$ cat config.mk
export PLATFORM = sky130hd
export DESIGN_NAME = sprite_addr_pipe
export DESIGN_NICKNAME = d
export VERILOG_FILES = /design/src/rtl/sprite_pkg.sv /design/src/rtl/sprite_rect_hit.sv /design/src/rtl/sprite_addr_pipe.sv
export SDC_FILE = /design/constraint.sdc
export NUM_CORES = 1
export LEC_CHECK = 0
export BUFFER_PORTS_ARGS = -buffer_cell sky130_fd_sc_hd__buf_4
export CORE_MARGIN = 2
export CORE_UTILIZATION = 45
export CTS_CLUSTER_SIZE = 25
export DETAILED_ROUTE_END_ITERATION = 16
export GPL_TIMING_DRIVEN = 1
export PLACE_DENSITY = 0.66
export SLEW_MARGIN = 20
export SYNTH_ARGS = -nofsm -noshare
export SYNTH_HDL_FRONTEND = slang
export SYNTH_SLANG_ARGS = --single-unit
$ cat constraint.sdc
create_clock -name clk -period 4.2 [get_ports clk]
set_input_delay 0.84 -clock clk [delete_from_list [all_inputs] [get_ports clk]]
set_output_delay 0.84 -clock clk [all_outputs]
set_load 0.01 [all_outputs]
$ cat src/rtl/sprite_pkg.sv
// Shared geometry defaults and flat-index helpers for the sprite address pipeline.
// Object vectors are packed lane-major, so every consumer must agree on these helpers.
package sprite_pkg;

    localparam int DEF_CELL         = 120;
    localparam int DEF_BULLET       = 20;
    localparam int DEF_BULLET_Y_OFF = 10;
    localparam int DEF_H_ACTIVE     = 640;
    localparam int DEF_V_ACTIVE     = 480;

    function automatic int plant_idx(input int lane, input int col, input int cols);
        return lane * cols + col;
    endfunction

    function automatic int zombie_idx(input int lane, input int slot, input int slots);
        return lane * slots + slot;
    endfunction

endpackage

$ cat src/rtl/sprite_rect_hit.sv
// Combinational rectangle test: reports whether the pixel lies inside a W x H box
// anchored at a signed origin, and the pixel's offset within that box.
module sprite_rect_hit #(
    parameter int CW    = 13,
    parameter int W     = 20,
    parameter int H     = 20,
    parameter int OFF_W = 5
) (
    input  logic signed [CW-1:0] x0,
    input  logic signed [CW-1:0] y0,
    input  logic        [9:0]    h_cnt,
    input  logic        [9:0]    v_cnt,
    input  logic                 en,
    output logic                 hit,
    output logic        [OFF_W-1:0] dx,
    output logic        [OFF_W-1:0] dy
);

    localparam logic signed [CW-1:0] W_S = CW'(W);
    localparam logic signed [CW-1:0] H_S = CW'(H);

    logic signed [CW-1:0] hs;
    logic signed [CW-1:0] vs;
    logic signed [CW-1:0] rx;
    logic signed [CW-1:0] ry;

    assign hs = $signed(CW'(h_cnt));
    assign vs = $signed(CW'(v_cnt));
    assign rx = hs - x0;
    assign ry = vs - y0;

    // A negative origin lets a sprite slide partly off the left edge; the sign bit
    // of the relative offset rejects pixels left of / above the box.
    assign hit = en && !rx[CW-1] && (rx < W_S) && !ry[CW-1] && (ry < H_S);
    assign dx  = rx[OFF_W-1:0];
    assign dy  = ry[OFF_W-1:0];

endmodule

$ cat src/rtl/sprite_addr_pipe.sv
// Two-stage sprite address generator: per-pixel plant, bullet and zombie ROM
// addresses and hit flags, with object state held in frame-latched shadows.
module sprite_addr_pipe
    import sprite_pkg::*;
#(
    parameter int LANES        = 4,
    parameter int PLANT_COLS   = 2,
    parameter int ZSLOTS       = 2,
    parameter int CELL         = DEF_CELL,
    parameter int BULLET       = DEF_BULLET,
    parameter int BULLET_Y_OFF = DEF_BULLET_Y_OFF,
    parameter int H_ACTIVE     = DEF_H_ACTIVE,
    parameter int POS_W        = 11,
    parameter int ADDR_W       = 17
) (
    input  logic                            clk,
    input  logic                            rst,
    input  logic [9:0]                      h_cnt,
    input  logic [9:0]                      v_cnt,
    input  logic                            pix_valid,
    input  logic                            frame_start,
    input  logic [LANES*PLANT_COLS-1:0]       plant_en,
    input  logic [LANES*PLANT_COLS*POS_W-1:0] bullet_pos,
    input  logic [LANES*PLANT_COLS-1:0]       bullet_en,
    input  logic [LANES*ZSLOTS*POS_W-1:0]     zombie_pos,
    input  logic [LANES*ZSLOTS-1:0]           zombie_en,
    output logic [ADDR_W-1:0]               plant_addr,
    output logic                            plant_hit,
    output logic [ADDR_W-1:0]               bullet_addr,
    output logic                            bullet_hit,
    output logic [ZSLOTS*ADDR_W-1:0]        zombie_addr,
    output logic [ZSLOTS-1:0]               zombie_hit,
    output logic                            pix_valid_out
);

    localparam int CW  = POS_W + 2;
    localparam int NB  = LANES * PLANT_COLS;
    localparam int NZ  = LANES * ZSLOTS;
    localparam int BOW = $clog2(BULLET);
    localparam int ZOW = $clog2(CELL);

    logic [NB-1:0]       sh_plant_en;
    logic [NB*POS_W-1:0] sh_bullet_pos;
    logic [NB-1:0]       sh_bullet_en;
    logic [NZ*POS_W-1:0] sh_zombie_pos;
    logic [NZ-1:0]       sh_zombie_en;

    always_ff @(posedge clk or negedge rst) begin
        if (!rst) begin
            sh_plant_en   <= '0;
            sh_bullet_pos <= '0;
            sh_bullet_en  <= '0;
            sh_zombie_pos <= '0;
            sh_zombie_en  <= '0;
        end else if (frame_start) begin
            sh_plant_en   <= plant_en;
            sh_bullet_pos <= bullet_pos;
            sh_bullet_en  <= bullet_en;
            sh_zombie_pos <= zombie_pos;
            sh_zombie_en  <= zombie_en;
        end
    end

    logic [9:0] lane;
    logic [9:0] ly;
    logic [9:0] col;
    logic [9:0] pdx;

    assign lane = v_cnt / 10'(CELL);
    assign ly   = v_cnt % 10'(CELL);
    assign col  = h_cnt / 10'(CELL);
    assign pdx  = h_cnt % 10'(CELL);

    logic [NB-1:0]  plant_sel;
    logic [NB-1:0]  b_hit_c;
    logic [BOW-1:0] b_dx_c [NB];
    logic [BOW-1:0] b_dy_c [NB];
    logic [NZ-1:0]  z_hit_c;
    logic [ZOW-1:0] z_dx_c [NZ];
    logic [ZOW-1:0] z_dy_c [NZ];

    for (genvar l = 0; l < LANES; l++) begin : g_lane
        for (genvar c = 0; c < PLANT_COLS; c++) begin : g_col
            localparam int IDX = plant_idx(l, c, PLANT_COLS);
            localparam logic signed [CW-1:0] X_BASE = CW'(CELL * (c + 1));
            localparam logic signed [CW-1:0] Y_BASE = CW'(l * CELL + BULLET_Y_OFF);

            logic signed [CW-1:0] bx0;

            // Lanes beyond LANES have no select line, so v_cnt past the grid never hits.
            assign plant_sel[IDX] = (lane == 10'(l)) && (col == 10'(c));
            assign bx0 = X_BASE + $signed({2'b00, sh_bullet_pos[IDX*POS_W +: POS_W]});

            sprite_rect_hit #(
                .CW    (CW),
                .W     (BULLET),
                .H     (BULLET),
                .OFF_W (BOW)
            ) u_bullet (
                .x0    (bx0),
                .y0    (Y_BASE),
                .h_cnt (h_cnt),
                .v_cnt (v_cnt),
                .en    (sh_bullet_en[IDX]),
                .hit   (b_hit_c[IDX]),
                .dx    (b_dx_c[IDX]),
                .dy    (b_dy_c[IDX])
            );
        end

        for (genvar s = 0; s < ZSLOTS; s++) begin : g_slot
            localparam int IDX = zombie_idx(l, s, ZSLOTS);
            localparam logic signed [CW-1:0] X_SPAWN = CW'(H_ACTIVE - CELL);
            localparam logic signed [CW-1:0] Y_BASE  = CW'(l * CELL);

            logic signed [CW-1:0] zx0;

            assign zx0 = X_SPAWN - $signed({2'b00, sh_zombie_pos[IDX*POS_W +: POS_W]});

            sprite_rect_hit #(
                .CW    (CW),
                .W     (CELL),
                .H     (CELL),
                .OFF_W (ZOW)
            ) u_zombie (
                .x0    (zx0),
                .y0    (Y_BASE),
                .h_cnt (h_cnt),
                .v_cnt (v_cnt),
                .en    (sh_zombie_en[IDX]),
                .hit   (z_hit_c[IDX]),
                .dx    (z_dx_c[IDX]),
                .dy    (z_dy_c[IDX])
            );
        end
    end

    logic           v1;
    logic           p_hit1;
    logic [9:0]     p_dx1;
    logic [9:0]     ly1;
    logic [NB-1:0]  b_hit1;
    logic [BOW-1:0] b_dx1 [NB];
    logic [BOW-1:0] b_dy1 [NB];
    logic [NZ-1:0]  z_hit1;
    logic [ZOW-1:0] z_dx1 [NZ];
    logic [ZOW-1:0] z_dy1 [NZ];

    always_ff @(posedge clk or negedge rst) begin
        if (!rst) begin
            v1     <= 1'b0;
            p_hit1 <= 1'b0;
            p_dx1  <= '0;
            ly1    <= '0;
            b_hit1 <= '0;
            z_hit1 <= '0;
            for (int i = 0; i < NB; i++) begin
                b_dx1[i] <= '0;
                b_dy1[i] <= '0;
            end
            for (int i = 0; i < NZ; i++) begin
                z_dx1[i] <= '0;
                z_dy1[i] <= '0;
            end
        end else begin
            v1     <= pix_valid;
            p_hit1 <= pix_valid && |(plant_sel & sh_plant_en);
            p_dx1  <= pdx;
            ly1    <= ly;
            b_hit1 <= pix_valid ? b_hit_c : '0;
            z_hit1 <= pix_valid ? z_hit_c : '0;
            for (int i = 0; i < NB; i++) begin
                b_dx1[i] <= b_dx_c[i];
                b_dy1[i] <= b_dy_c[i];
            end
            for (int i = 0; i < NZ; i++) begin
                z_dx1[i] <= z_dx_c[i];
                z_dy1[i] <= z_dy_c[i];
            end
        end
    end

    logic              b_sel_hit;
    logic [ADDR_W-1:0] b_sel_addr;
    logic [ZSLOTS-1:0] z_sel_hit;
    logic [ADDR_W-1:0] z_sel_addr [ZSLOTS];
    logic [ADDR_W-1:0] p_addr;

    // Later iterations overwrite earlier ones, so the highest bullet index wins.
    always_comb begin
        b_sel_hit  = 1'b0;
        b_sel_addr = '0;
        for (int i = 0; i < NB; i++) begin
            if (b_hit1[i]) begin
                b_sel_hit  = 1'b1;
                b_sel_addr = ADDR_W'(32'(b_dx1[i]) + 32'(BULLET) * 32'(b_dy1[i]));
            end
        end
    end

    always_comb begin
        z_sel_hit = '0;
        for (int s = 0; s < ZSLOTS; s++) begin
            z_sel_addr[s] = '0;
            for (int l = 0; l < LANES; l++) begin
                if (z_hit1[zombie_idx(l, s, ZSLOTS)]) begin
                    z_sel_hit[s]  = 1'b1;
                    z_sel_addr[s] = ADDR_W'(32'(z_dx1[zombie_idx(l, s, ZSLOTS)])
                                  + 32'(CELL) * 32'(z_dy1[zombie_idx(l, s, ZSLOTS)]));
                end
            end
        end
    end

    assign p_addr = p_hit1 ? ADDR_W'(32'(p_dx1) + 32'(CELL) * 32'(ly1)) : '0;

    always_ff @(posedge clk or negedge rst) begin
        if (!rst) begin
            pix_valid_out <= 1'b0;
            plant_hit     <= 1'b0;
            plant_addr    <= '0;
            bullet_hit    <= 1'b0;
            bullet_addr   <= '0;
            zombie_hit    <= '0;
            zombie_addr   <= '0;
        end else begin
            pix_valid_out <= v1;
            plant_hit     <= p_hit1;
            plant_addr    <= p_addr;
            bullet_hit    <= b_sel_hit;
            bullet_addr   <= b_sel_addr;
            zombie_hit    <= z_sel_hit;
            for (int s = 0; s < ZSLOTS; s++) begin
                zombie_addr[s*ADDR_W +: ADDR_W] <= z_sel_addr[s];
            end
        end
    end

endmodule
==> results of run 1 <==
-- cells in the mapped netlist, drive strengths merged (10+ instances only) --
library cell | n | area share
a211oi | 29 | 0.0067
a21boi | 21 | 0.0049
a21o | 76 | 0.018
a21oi | 248 | 0.039
a221oi | 18 | 0.0054
a22oi | 17 | 0.0040
and2 | 25 | 0.0048
buf | 22 | 0.0043
clkbuf | 70 | 0.0081
dfrtp | 419 | 0.32
fa | 88 | 0.055
ha | 406 | 0.16
inv | 367 | 0.043
mux2 | 134 | 0.047
mux2i | 24 | 0.0076
nand2 | 252 | 0.029
nand2b | 32 | 0.0062
nand3 | 44 | 0.0071
nand4 | 31 | 0.0065
nor2 | 192 | 0.022
nor2b | 50 | 0.0097
nor3 | 42 | 0.0065
nor4 | 32 | 0.0067
o2111ai | 11 | 0.0030
o211ai | 13 | 0.0032
o21a | 20 | 0.0046
o21ai | 234 | 0.036
o21bai | 40 | 0.0093
o22ai | 10 | 0.0019
o31a | 11 | 0.0030
o31ai | 12 | 0.0028
o41ai | 10 | 0.0027
or3 | 13 | 0.0025
xnor2 | 164 | 0.045
xor2 | 122 | 0.033
-- worst max path at each step --
| stage | startpoint | to | slack (ns) | depth (start not counted) |
|---|---|---|---|---|
| 5_1_grt | z_dy1[0] | zombie_addr[13] | -0.04 | 17 |
| 3_3_place_gp | z_dy1[1] | zombie_addr[14] | -0.07 | 15 |
| 2_1_floorplan | v_cnt[4] | p_hit1 | 0.05 | 14 |
| 6_report | z_dy1[0] | zombie_addr[13] | 0.19 | 17 |
| 3_5_place_dp | z_dy1[1] | zombie_addr[14] | -0.13 | 15 |
| 4_1_cts | z_dy1[1] | zombie_addr[31] | 0.005 | 15 |
-- where the power goes --
part | total [mW] | internal, mW | switching [mW]
sequential | 5.06 | 4.62 | 0.443
combinational | 8.68 | 3.95 | 4.73
clock | 4.75 | 2.93 | 1.82
-- state kept, by name (all words and copies together) (netlist names), 8 cells and up --
signal and count:
z_dx1 56, sh_zombie_en 8, b_dy1 8, b_hit1 8
sh_bullet_en 8, sh_plant_en 8, p_dx1 10, bullet_addr 11
sh_zombie_pos 88, b_dx1 40, sh_bullet_pos 88, plant_addr 17
z_hit1 8, zombie_addr 30, z_dy1 17
-- cell usage in the layout (no fill, tap or decap), drive strengths merged, types with 50 or more instances in the layout --
cell type and n:
buf 433, dfrtp 419, ha 406, inv 368
nand2 252, a21oi 248, o21ai 234, nor2 192
xnor2 164, mux2 134, xor2 122, fa 88
a21o 76, clkbuf 72, nor2b 50
-- through the flow --
| step | cells | utilization | TNS [ns] | hold WS, ns | power (mW) |
|---|---|---|---|---|---|
| 3_5_place_dp | 4703 | 0.512 | -0.392 | 0.336 | 13.5 |
| 2_1_floorplan | 3420 | - | 0 | 0.331 | 10.9 |
| 6_report | 4801 | 0.541 | 0 | 0.287 | 18.5 |
| 4_1_cts | 4793 | 0.538 | 0 | 0.294 | 18.3 |
| 3_3_place_gp | 4703 | 0.512 | -0.182 | 0.340 | 13.4 |
| 5_1_grt | 4801 | 0.541 | -0.135 | 0.322 | 19.9 |
-- repair_timing --
| action | CTS | global route |
|---|---|---|
| pin swaps | 2 | 32 |
| hold buffers | 0 | 0 |
| resized for setup | 7 | 60 |
| hold endpoints to repair | 0 | 0 |
| setup buffers | 0 | 8 |
| endpoints found under the setup margin | 6 | 20 |
-- worst max-delay path: cells and delay by family, from the launching register on --
family	cells	cell delay [ns]
fa+ha+maj	3	1.39
compound gates	8	1.21
simple gates	2	0.50
flops	1	0.41
buf+inv	3	0.21
xor+xnor	1	0.11
-- metal layers --
metal / global-route usage / vias to the layer above
li1: - / 12700
met2: 0.390 / 576
met3: 0.0335 / 111
met1: 0.338 / 12300
met5: 0 / -
met4: 0.0667 / 2
-- cells by family after synthesis --
logic type                 synth area share
AOI/OAI and AO/OA                     0.163
other                              0.000116
and+or+nand+nor                       0.112
adders and majority gates             0.212
muxes                                0.0551
buffers and inverters                0.0552
xor gates and xnor gates             0.0778
DFF                                   0.325
-- area by class of cell --
type,count,share of cell area
Multi-Input combinational cell,2541,0.527
Timing Repair Buffer,433,0.0874
Sequential cell,419,0.272
Clock inverter,18,0.00918
Tap cell,950,0.0308
Inverter,368,0.0359
Clock buffer,72,0.0382
==> impl_results.md, run 1 <==
* Final setup vio count at 0
* Layout cells sized above 1 at 0.190
* Final net count at approximately 4500
* Worst Tran Pin Value at approximately 1.1 ns
* Clock buffer count from CTS at around 50
* DP Area at about 36000 um^2
* Metal3 WL at around 4400 um
* Syn-to-layout area delta at 19.4%
* Gate Count Post-Synth at 3407
* Synth unique cells at 99
* Worst reg2reg path startpoint: z_dy1[0]
* Die ar. at approximately 74000 um^2
* Die width at 272 um
* Slowest-stage cell, CP: fa_2
* Fillcell total at 6453
* Mapped Area at 32300 um^2
* Slew HR at 0.265
* Initial antenna violation count at 1
* Yosys synthesis warning count at 0
* DRT iter0 DRCs at 1675
* H-tree levels at 2
* Synth async-reset ratio at 1.00
* Maxcap violations at 0
* Via-to-Cell Ratio at 5.34
* Status: complete, no violations
* Critical path arrival at about 4.5 ns
* # rows at 98
* Ys flop type: dfrtp_1
* Initial DRT Pass Iterations at 5
* Initial core utilization at 0.453
* Pwr dens at 479 nW/um^2
* Pin count of the biggest net entering global routing at about 90
* Required @ worst endpoint at 4.65 ns
* P_leak at 18.5 nW
* Boundary Pins at slightly below 300
* DIE HEIGHT at 272 um
* CP cell instances: fa_1, inv_2, fa_2, buf_6, inv_4, ha_4, a21o_1, a21oi_2, o21ai_2, a21oi_2, o21ai_1, a21oi_2, xor2_1, nor4_2, nand4_1, a32oi_2, a221oi_2
* Crit Path Class: flip-flop to flip-flop
* WL final at around 89000 um
* Number of synthesized register bits at about 420
* Routed via count at 25700
* Clock Latency Late Sink at 0.62 ns
* Routability Congestion at 0.919
* CTS root buf: clkbuf_16
* Pre-CTS setup slack at -0.131 ns
* Gr ovfl total at 0
* Final hold vios at 0
* Routed Antenna Nets at 0
* Clock transition at path regs at ~0.06 ns
* Top Layer Used: met5
* Core area at 71200 um^2
* Min-Delay Path Class: primary input to async pin
* Fin area at 38600 um^2
* Final worst slack at 0.192 ns
* Multi-input gate area at 20300 um^2
* Vias in the first global route at 25400
* Tot GR Track Use at 0.241
* Minimum clock period at ~4 ns
* CTS max path bufs at 3
* Critical Path Sink Type: flip-flop
* CP Max Fanout at 3
* Avg Inst Size Synth at 9.48 um^2
* CTS tree: built
* FF+latch area at 10500 um^2
* RSZ-0062 raised after global routing: yes
* R2R cell count at 17
* Wl on met1 at 41600 um
* PortBufs at around 290
* Final HPWL DP at 69700 um
* Most frequent cell on the critical path: a21oi_2
* Antenna cells at 0
* Sequential fraction of the synthesis area at 0.325
* Fmax at 249 MHz
* First-pass GRT wire length at 140000 um
* FF-to-FF End: zombie_addr[13]
* Post-synth EDFFs at 0
* Residual DRC at 0
* Final Max Tran Viols at 0
* Worst setup SP type: flip-flop
* CTS Sinks at 419
* Period Utilization, post-route at 0.954
* Worst vdd ir at 0.429 mV
* WL per Instance at 18.5 um
* R2r setup slk at 0.19 ns
* Max Clock Skew at around 0.017 ns
* Critical path's largest stage delay at around 0.60 ns
* WL met2 at 40700 um
Power figures use the tool's default switching activity.
==> run 2: changes to the inputs <==
- CORE_UTILIZATION: 45 -> 50
- PLACE_DENSITY: 0.66 -> 0.72
- REMOVE_ABC_BUFFERS: unset -> 1
==> run 2 against run 1 <==
  * Fmax fell by 1.8%
  * Clock skew rose by 0.0015 ns
  * Utilization rose by 6.0 points
  * Design area barely moved
  * Sequential power barely moved
  * Non-clock buffer count rose by 15
  * Combinational power rose by 2.4%
  * Final cell count fell by 1.6%
  * Critical path type unchanged
  * Worst hold slack got worse by 0.052 ns
  * Die area fell by 9.9%
  * Sequential share of layout area barely moved
==> impl_results.md, run 2 (same netlist as run 1, synthesis figures left out) <==
* Clock transition at path regs at 0.06 ns (about the same)
* Clock Latency Late Sink at 0.60 ns (-0.02 ns)
* Cts hold-fix bufs at 0 (unchanged)
* Vias in the first global route at 25900 (+2.2%)
* Worst Tran Pin Value at 1.08 ns (-0.0200 ns)
* Worst setup SP type: flip-flop
* Critical path's largest stage delay at 0.57 ns (-0.03 ns)
* CP Max Fanout at 4 (+1)
* P_leak at 18.6 nW (+0.45%)
* PortBufs at 286 (unchanged)
* Slew HR at 0.279 (+0.0134)
* Fin area at 38600 um^2 (about the same)
* Die width at 258 um (-5.1%)
* Pre-CTS setup slack at -0.0751 ns (+0.0564 ns)
* Worst vdd ir at 0.360 mV (-16%)
* Most frequent cells in the layout: 439 x buf_4, 417 x dfrtp_1, 405 x ha_1, 365 x inv_1, 251 x nand2_1
* Worst reg2reg path startpoint: z_dy1[2]
* GR Layer Usage met3 at 0.0462 (+0.0127)
* Layout cells sized above 1 at 0.194 (+0.00465)
* Grt met1 use at 0.358 (+0.0197)
* Design Power at 18.8 mW (+1.7%)
* CTS tree: built
* R2r setup slk at 0.12 ns (-0.07 ns)
* Setup TNS at 0 ns (unchanged)
* Met2 Track Usage GR at 0.433 (+0.0426)
* Final core utilization at 0.602 (+0.0603)
* Routability Congestion at 0.965 (+4.9%)
* Fillcell total at 5459 (-15%)
* Busiest grt layer: met2
* Initial DRT Pass Iterations at 5 (unchanged)
* CTS max path bufs at 3 (unchanged)
* Final worst slack at 0.117 ns (-0.0749 ns)
* Crit Path Class: flip-flop to flip-flop
* Final setup vio count at 0 (unchanged)
* Dpl cells at 4626 (-1.6%)
* Period Utilization, post-route at 0.972 (+0.0178)
* Required @ worst endpoint at 4.73 ns (+0.08 ns)
* Critical path depth in cells at 15 (-2)
* Fin cells at 4722 (-1.6%)
* Syn-to-layout area delta at 19.4% (about the same)
* Core area at 64100 um^2 (-10%)
* Initial antenna violation count at 3 (+2)
* First-pass GRT wire length at 139000 um (-0.44%)
* Final net count at 4545 (+0.33%)
* Maxcap violations at 0 (unchanged)
* H-tree levels at 2 (unchanged)
* Residual DRC at 0 (unchanged)
* DIE HEIGHT at 258 um (-5.1%)
* WP buf/inv at 1 (-2)
* FF-to-FF End: zombie_addr[31]
* Tot GR Track Use at 0.266 (+0.0252)
* Routed Antenna Nets at 0 (unchanged)
* Fmax at 245 MHz (-1.8%)
* Status: complete, no violations
* R2R cell count at 15 (-2)
* Crit path max-delay family: adder cells
* WL final at 89100 um (+0.11%)
* Boundary Pins at 297 (unchanged)
* Final HPWL DP at 68800 um (-1.2%)
* Final hold vios at 0 (unchanged)
* CP endpoint: zombie_addr[31]
* Gr ovfl total at 0 (unchanged)
* RSZ-0062 raised after global routing: yes
* CP cell instances: fa_1, inv_2, fa_1, fa_2, nor2b_2, o21ai_2, a21boi_2, o21ai_1, a21boi_1, o21ai_1, nor3b_2, or2_4, or3_4, o31ai_2, a221o_1
* DP Area at 36400 um^2 (about the same)
* CTS Sinks at 419 (unchanged)
* Die ar. at 66700 um^2 (-9.9%)
* Final Max Tran Viols at 0 (unchanged)
* Critical path arrival at 4.61 ns (+0.15 ns)
* Biggest regs: sh_bullet_pos x88, sh_zombie_pos x88, z_dx1 x56
* CTS root buf: clkbuf_16
* Routed via count at 26000 (+1.5%)
* WL per Instance at 18.9 um (+1.8%)
* Pwr dens at 487 nW/um^2 (+1.6%)
* Pin count of the biggest net entering global routing at 100 (+8.7%)
* # rows at 93 (-5.1%)
* Minimum clock period at 4.08 ns (+0.0749 ns)
* Commonest non-fill, non-tap cell in the layout: buf_4
* Antenna cells at 0 (unchanged)
* Min-Delay Path Class: primary input to async pin
* Via-to-Cell Ratio at 5.51 (+3.2%)
* Initial core utilization at 0.504 (+0.0504)
* Hold Slack at 0.236 ns (-0.0516 ns)
* Critical Path Sink Type: flip-flop
* Critical Path Source: z_dy1[2]
* DRT iter0 DRCs at 1834 (+9.5%)
* Slowest-stage cell, CP: fa_1
* Clock buffer count from CTS at 49 (unchanged)
* Max Clock Skew at 0.0185 ns (+0.00146 ns)
[run 2: cell count changes in the layout (fill, tap and decap cells not counted), sizes merged]
cell	before	now
clkbuf	72	58
clkinvlp	4	5
buf	433	448
inv	368	374
clkinv	6	11
bufinv	8	11
[run 2: how the worst min path moves through the flow]
stage / slack, ns / endpoint / cells past startpoint
after floorplan: 0.33 / pix_valid_out / 0
after global placement: 0.33 / pix_valid_out / 0
after detailed placement: 0.34 / pix_valid_out / 0
after CTS: 0.23 / sh_bullet_pos[0] / 1
after global routing: 0.27 / sh_bullet_pos[2] / 1
final: 0.24 / pix_valid_out / 1
[run 2: area by class of cell]
cell class,count,area [um^2],area share
clock inverters,33,520,0.0135
well taps,855,1070,0.0277
repair buffers,448,3460,0.0896
multi-input cells,2541,20300,0.527
clock buffers,58,1320,0.0342
flip-flops and latches,419,10500,0.272
inverters,368,1380,0.0358
[run 2: worst register-to-register path: stages, from the launching register on]
cell	delay, ns
dfrtp_2	0.44
fa_1	0.57
inv_2	0.06
fa_1	0.48
fa_2	0.37
nor2b_2	0.14
o21ai_2	0.08
a21boi_2	0.17
o21ai_1	0.10
a21boi_1	0.19
o21ai_1	0.11
nor3b_2	0.17
or2_4	0.23
or3_4	0.42
o31ai_2	0.30
a221o_1	0.18
[run 2: power by group]
group,switching (mW),internal [mW],total (mW)
registers,0.438,4.61,5.05
logic,4.85,4.05,8.89
clock network,1.89,2.96,4.85
[run 2: repair_timing]
item | 4_1_cts | 5_1_grt
cloned | 0 | 0
resized for setup | 8 | 63
endpoints found under the setup margin | 7 | 18
pin swaps | 2 | 24
setup buffers | 0 | 5
[run 2: layer usage]
layer  wire, um  share of wire
met1      39400           0.44
met2      40700           0.46
met3       5580          0.063
met4       3420          0.038
met5         13        0.00015
==> run 3: changes to the inputs <==
- ABC_AREA: unset -> 1
- CORE_MARGIN: 2 -> 8
==> run 3 against run 2 <==
  * Wire length is 3.0% higher
  * Sequential share of layout area increased by 0.36 points
  * Die area rose by 9.8%
  * Sequential cell count unchanged
  * First-iteration DRC count decreased by 3.2%
==> impl_results.md, run 3 <==
* Sequential fraction of the synthesis area at 0.324 (-0.000752)
* Fin cells at 5154 (+9.1%)
* Biggest regs: sh_bullet_pos x88, sh_zombie_pos x88, z_dx1 x56
* Avg Inst Size Synth at 8.32 um^2 (-12%)
* Gr ovfl total at 0 (unchanged)
* Die ar. at 73200 um^2 (+9.8%)
* Routed Antenna Nets at 0 (unchanged)
* Top cells by area, synth: dfrtp_1 32%, ha_1 16%, inv_1 7.7%, nand2_1 5.9%, o21ai_0 5.6%
* WL per Instance at 17.8 um (-5.7%)
* Final hold vios at 0 (unchanged)
* Ys flop type: dfrtp_1
* Routed via count at 27100 (+4.1%)
* Maxcap violations at 0 (unchanged)
* Final HPWL DP at 72600 um (+5.5%)
* Met2 Track Usage GR at 0.391 (-0.0411)
* Area fraction in compound gates after synthesis at 0.146 (-0.0166)
* Fmax at 247 MHz (+0.87%)
* Clock Latency Late Sink at 0.60 ns (about the same)
* # rows at 93 (unchanged)
* Dpl cells at 5055 (+9.3%)
* Final Max Tran Viols at 0 (unchanged)
* Number of synthesized register bits at 419 (unchanged)
* Tot GR Track Use at 0.245 (-0.0208)
* Via-to-Cell Ratio at 5.26 (-4.6%)
* Crit Path Class: flip-flop to flip-flop
* Min-Delay Path Class: primary input to async pin
* Worst Tran Pin Value at 0.762 ns (-0.316 ns)
* Fin area at 38100 um^2 (-1.3%)
* RSZ-0062 raised after global routing: yes
* Slew HR at 0.492 (+0.214)
* Mux cell area share after synthesis at 0.0198 (-0.0353)
* Synth unique cells at 63 (-36%)
* Worst setup SP type: flip-flop
* Clock buffer count from CTS at 50 (+2.0%)
* Status: complete, no violations
* R2R cell count at 18 (+3)
* Yosys synthesis warning count at 0 (unchanged)
* Initial core utilization at 0.504 (about the same)
* Routability Congestion at 0.974 (+0.94%)
* Final net count at 4976 (+9.5%)
* Grt met1 use at 0.340 (-0.0171)
* DIE HEIGHT at 270 um (+4.8%)
* CTS root buf: clkbuf_16
* P_leak at 19.4 nW (+4.5%)
* CTS max path bufs at 3 (unchanged)
* Critical path arrival at 4.50 ns (-0.11 ns)
* WL final at 91800 um (+3.0%)
* Period Utilization, post-route at 0.964 (-0.00837)
* Max Clock Skew at 0.0172 ns (-0.00124 ns)
* Required @ worst endpoint at 4.65 ns (-0.08 ns)
* Vias in the first global route at 26700 (+2.8%)
* First-pass GRT wire length at 145000 um (+3.8%)
* Mapped Area at 32400 um^2 (+0.23%)
* Pwr dens at 495 nW/um^2 (+1.5%)
* FF-to-FF End: zombie_addr[12]
* R2r setup slk at 0.15 ns (+0.04 ns)
* Share of the synthesized area in the top cell type at 0.324 (-0.000752)
* Design Power at 18.8 mW (+0.18%)
* Busiest grt layer: met2
* Post-synth EDFFs at 0 (unchanged)
* Syn-to-layout area delta at 17.6%
* Worst reg2reg path startpoint: z_dy1[1]
* Most frequent cell after synthesis: inv_1
* Boundary Pins at 297 (unchanged)
* Fillcell total at 5757 (+5.5%)
* Pin count of the biggest net entering global routing at 105 (+5.0%)
* PortBufs at 286 (unchanged)
* Core area at 64200 um^2 (+0.18%)
* CP Max Fanout at 3 (-1)
* H-tree levels at 2 (unchanged)
* DRT iter0 DRCs at 1776 (-3.2%)
* Residual DRC at 0 (unchanged)
* Minimum clock period at 4.05 ns (-0.0352 ns)
* GR Layer Usage met3 at 0.0366 (-0.00962)
* CTS Sinks at 419 (unchanged)
* Gate Count Post-Synth at 3890 (+14%)
* Initial antenna violation count at 1 (-2)
* Hold Slack at 0.277 ns (+0.0411 ns)
* Critical Path Sink Type: flip-flop
* Simple-gate portion of the synthesized area at 0.143 (+0.0305)
* Xor-xnor portion of the synthesized cell area at 0.0668 (-0.0110)
* CTS tree: built
* Commonest cells post-synth: 667 x inv_1, 508 x nand2_1, 419 x dfrtp_1, 406 x ha_1, 365 x o21ai_0
* Initial DRT Pass Iterations at 6 (+1)
* Most frequent cells in the layout: 665 x inv_1, 508 x nand2_1, 419 x dfrtp_1, 406 x ha_1, 371 x buf_4
* Final setup vio count at 0 (unchanged)
* Main combinational cell family by area after synthesis: adder cells
* Post-synth top area cell: dfrtp_1
* Synth async-reset ratio at 1.00 (unchanged)
* Commonest non-fill, non-tap cell in the layout: inv_1
* Die width at 270 um (+4.8%)
* Clock transition at path regs at 0.06 ns (about the same)
* Adder-Cell Fraction of Synth Area at 0.211 (-0.000801)
* Layout cells sized above 1 at 0.145 (-0.0495)
* Worst vdd ir at 0.400 mV (+11%)
* DP Area at 36100 um^2 (-0.91%)
run 3: cell types whose count changed after synthesis, moves of 32 or more:
cell and delta:
inv_1 +301, nand2_1 +257, o21ai_0 +135, xnor2_1 -112
nor2_1 +95, nand3_1 +83, mux2_2 -78, xor2_1 +74
a21o_1 -62, a21oi_1 +51, nor2b_1 -50, nand2b_1 -32
run 3: area by class of cell:
| type | instances | area [um^2] | share of cell area |
|---|---|---|---|
| clock inverter | 31 | 417 | 0.0109 |
| tap | 855 | 1070 | 0.0281 |
| inverter | 676 | 2540 | 0.0667 |
| multi-input combinational | 2729 | 19200 | 0.504 |
| sequential | 419 | 10500 | 0.275 |
| clock buffer | 61 | 1360 | 0.0358 |
| timing repair buffer | 382 | 3000 | 0.0787 |
| antenna | 1 | 2.50 | 0.0000657 |
run 3: worst max-delay path by stage:
stage,from,to,slack [ns],cells after the start
global route,z_dy1[1],zombie_addr[28],-0.09,18
floorplan,z_dy1[0],plant_addr[15],0.03,20
detailed placement,z_dy1[1],zombie_addr[13],0.11,20
CTS,z_dy1[1],zombie_addr[13],0.07,20
global placement,z_dy1[1],zombie_addr[13],0.12,20
finish,z_dy1[1],zombie_addr[12],0.15,18
run 3: cell families (layout without fill, tap and decap cells):
| family | after synthesis | in the layout |
|---|---|---|
| flops | 419 | 419 |
| mux | 57 | 57 |
| fa+ha+maj | 494 | 494 |
| xor+xnor | 247 | 247 |
| buf+inv | 755 | 1150 |
| other cells | 1 | 15 |
| compound gates | 846 | 846 |
| simple gates | 1071 | 1071 |
run 3: critical path, stage by stage (launching register included):
cell and delay (ns):
dfrtp_1 0.39, fa_1 0.56, inv_1 0.10, fa_1 0.48, fa_1 0.57, inv_2 0.08, ha_1 0.29, inv_1 0.09
nor2_2 0.14, o21ai_1 0.10, nor2_1 0.13, inv_1 0.08, nor2_2 0.15, inv_1 0.09, nor2_2 0.12, nand3_1 0.09
a32o_1 0.24, a21oi_1 0.13, o21ai_0 0.09
run 3: where the power goes:
| group | internal (mW) | switching [mW] |
|---|---|---|
| Sequential | 4.63 | 0.432 |
| Combinational | 3.63 | 5.46 |
| Clock | 2.83 | 1.86 |
| Total | 11.1 | 7.75 |
run 3: timing repair:
item,4_1_cts,5_1_grt
resized for setup,0,49
setup endpoints to repair,0,15
hold buffers,0,0
buffers inserted,0,6
run 3: through the flow:
step | TNS (ns) | util | worst slack, ns
2_1_floorplan | 0 | - | 0.0336
4_1_cts | 0 | 0.590 | 0.0695
6_report | 0 | 0.593 | 0.152
5_1_grt | -0.321 | 0.593 | -0.0913
3_3_place_gp | 0 | 0.562 | 0.116
3_5_place_dp | 0 | 0.562 | 0.108
run 3: routing by layer:
metal	vias to the layer above	part of all wire
met5	-	0
met4	0	0.033
met3	151	0.053
met2	649	0.45
met1	12800	0.46
li1	13500	-
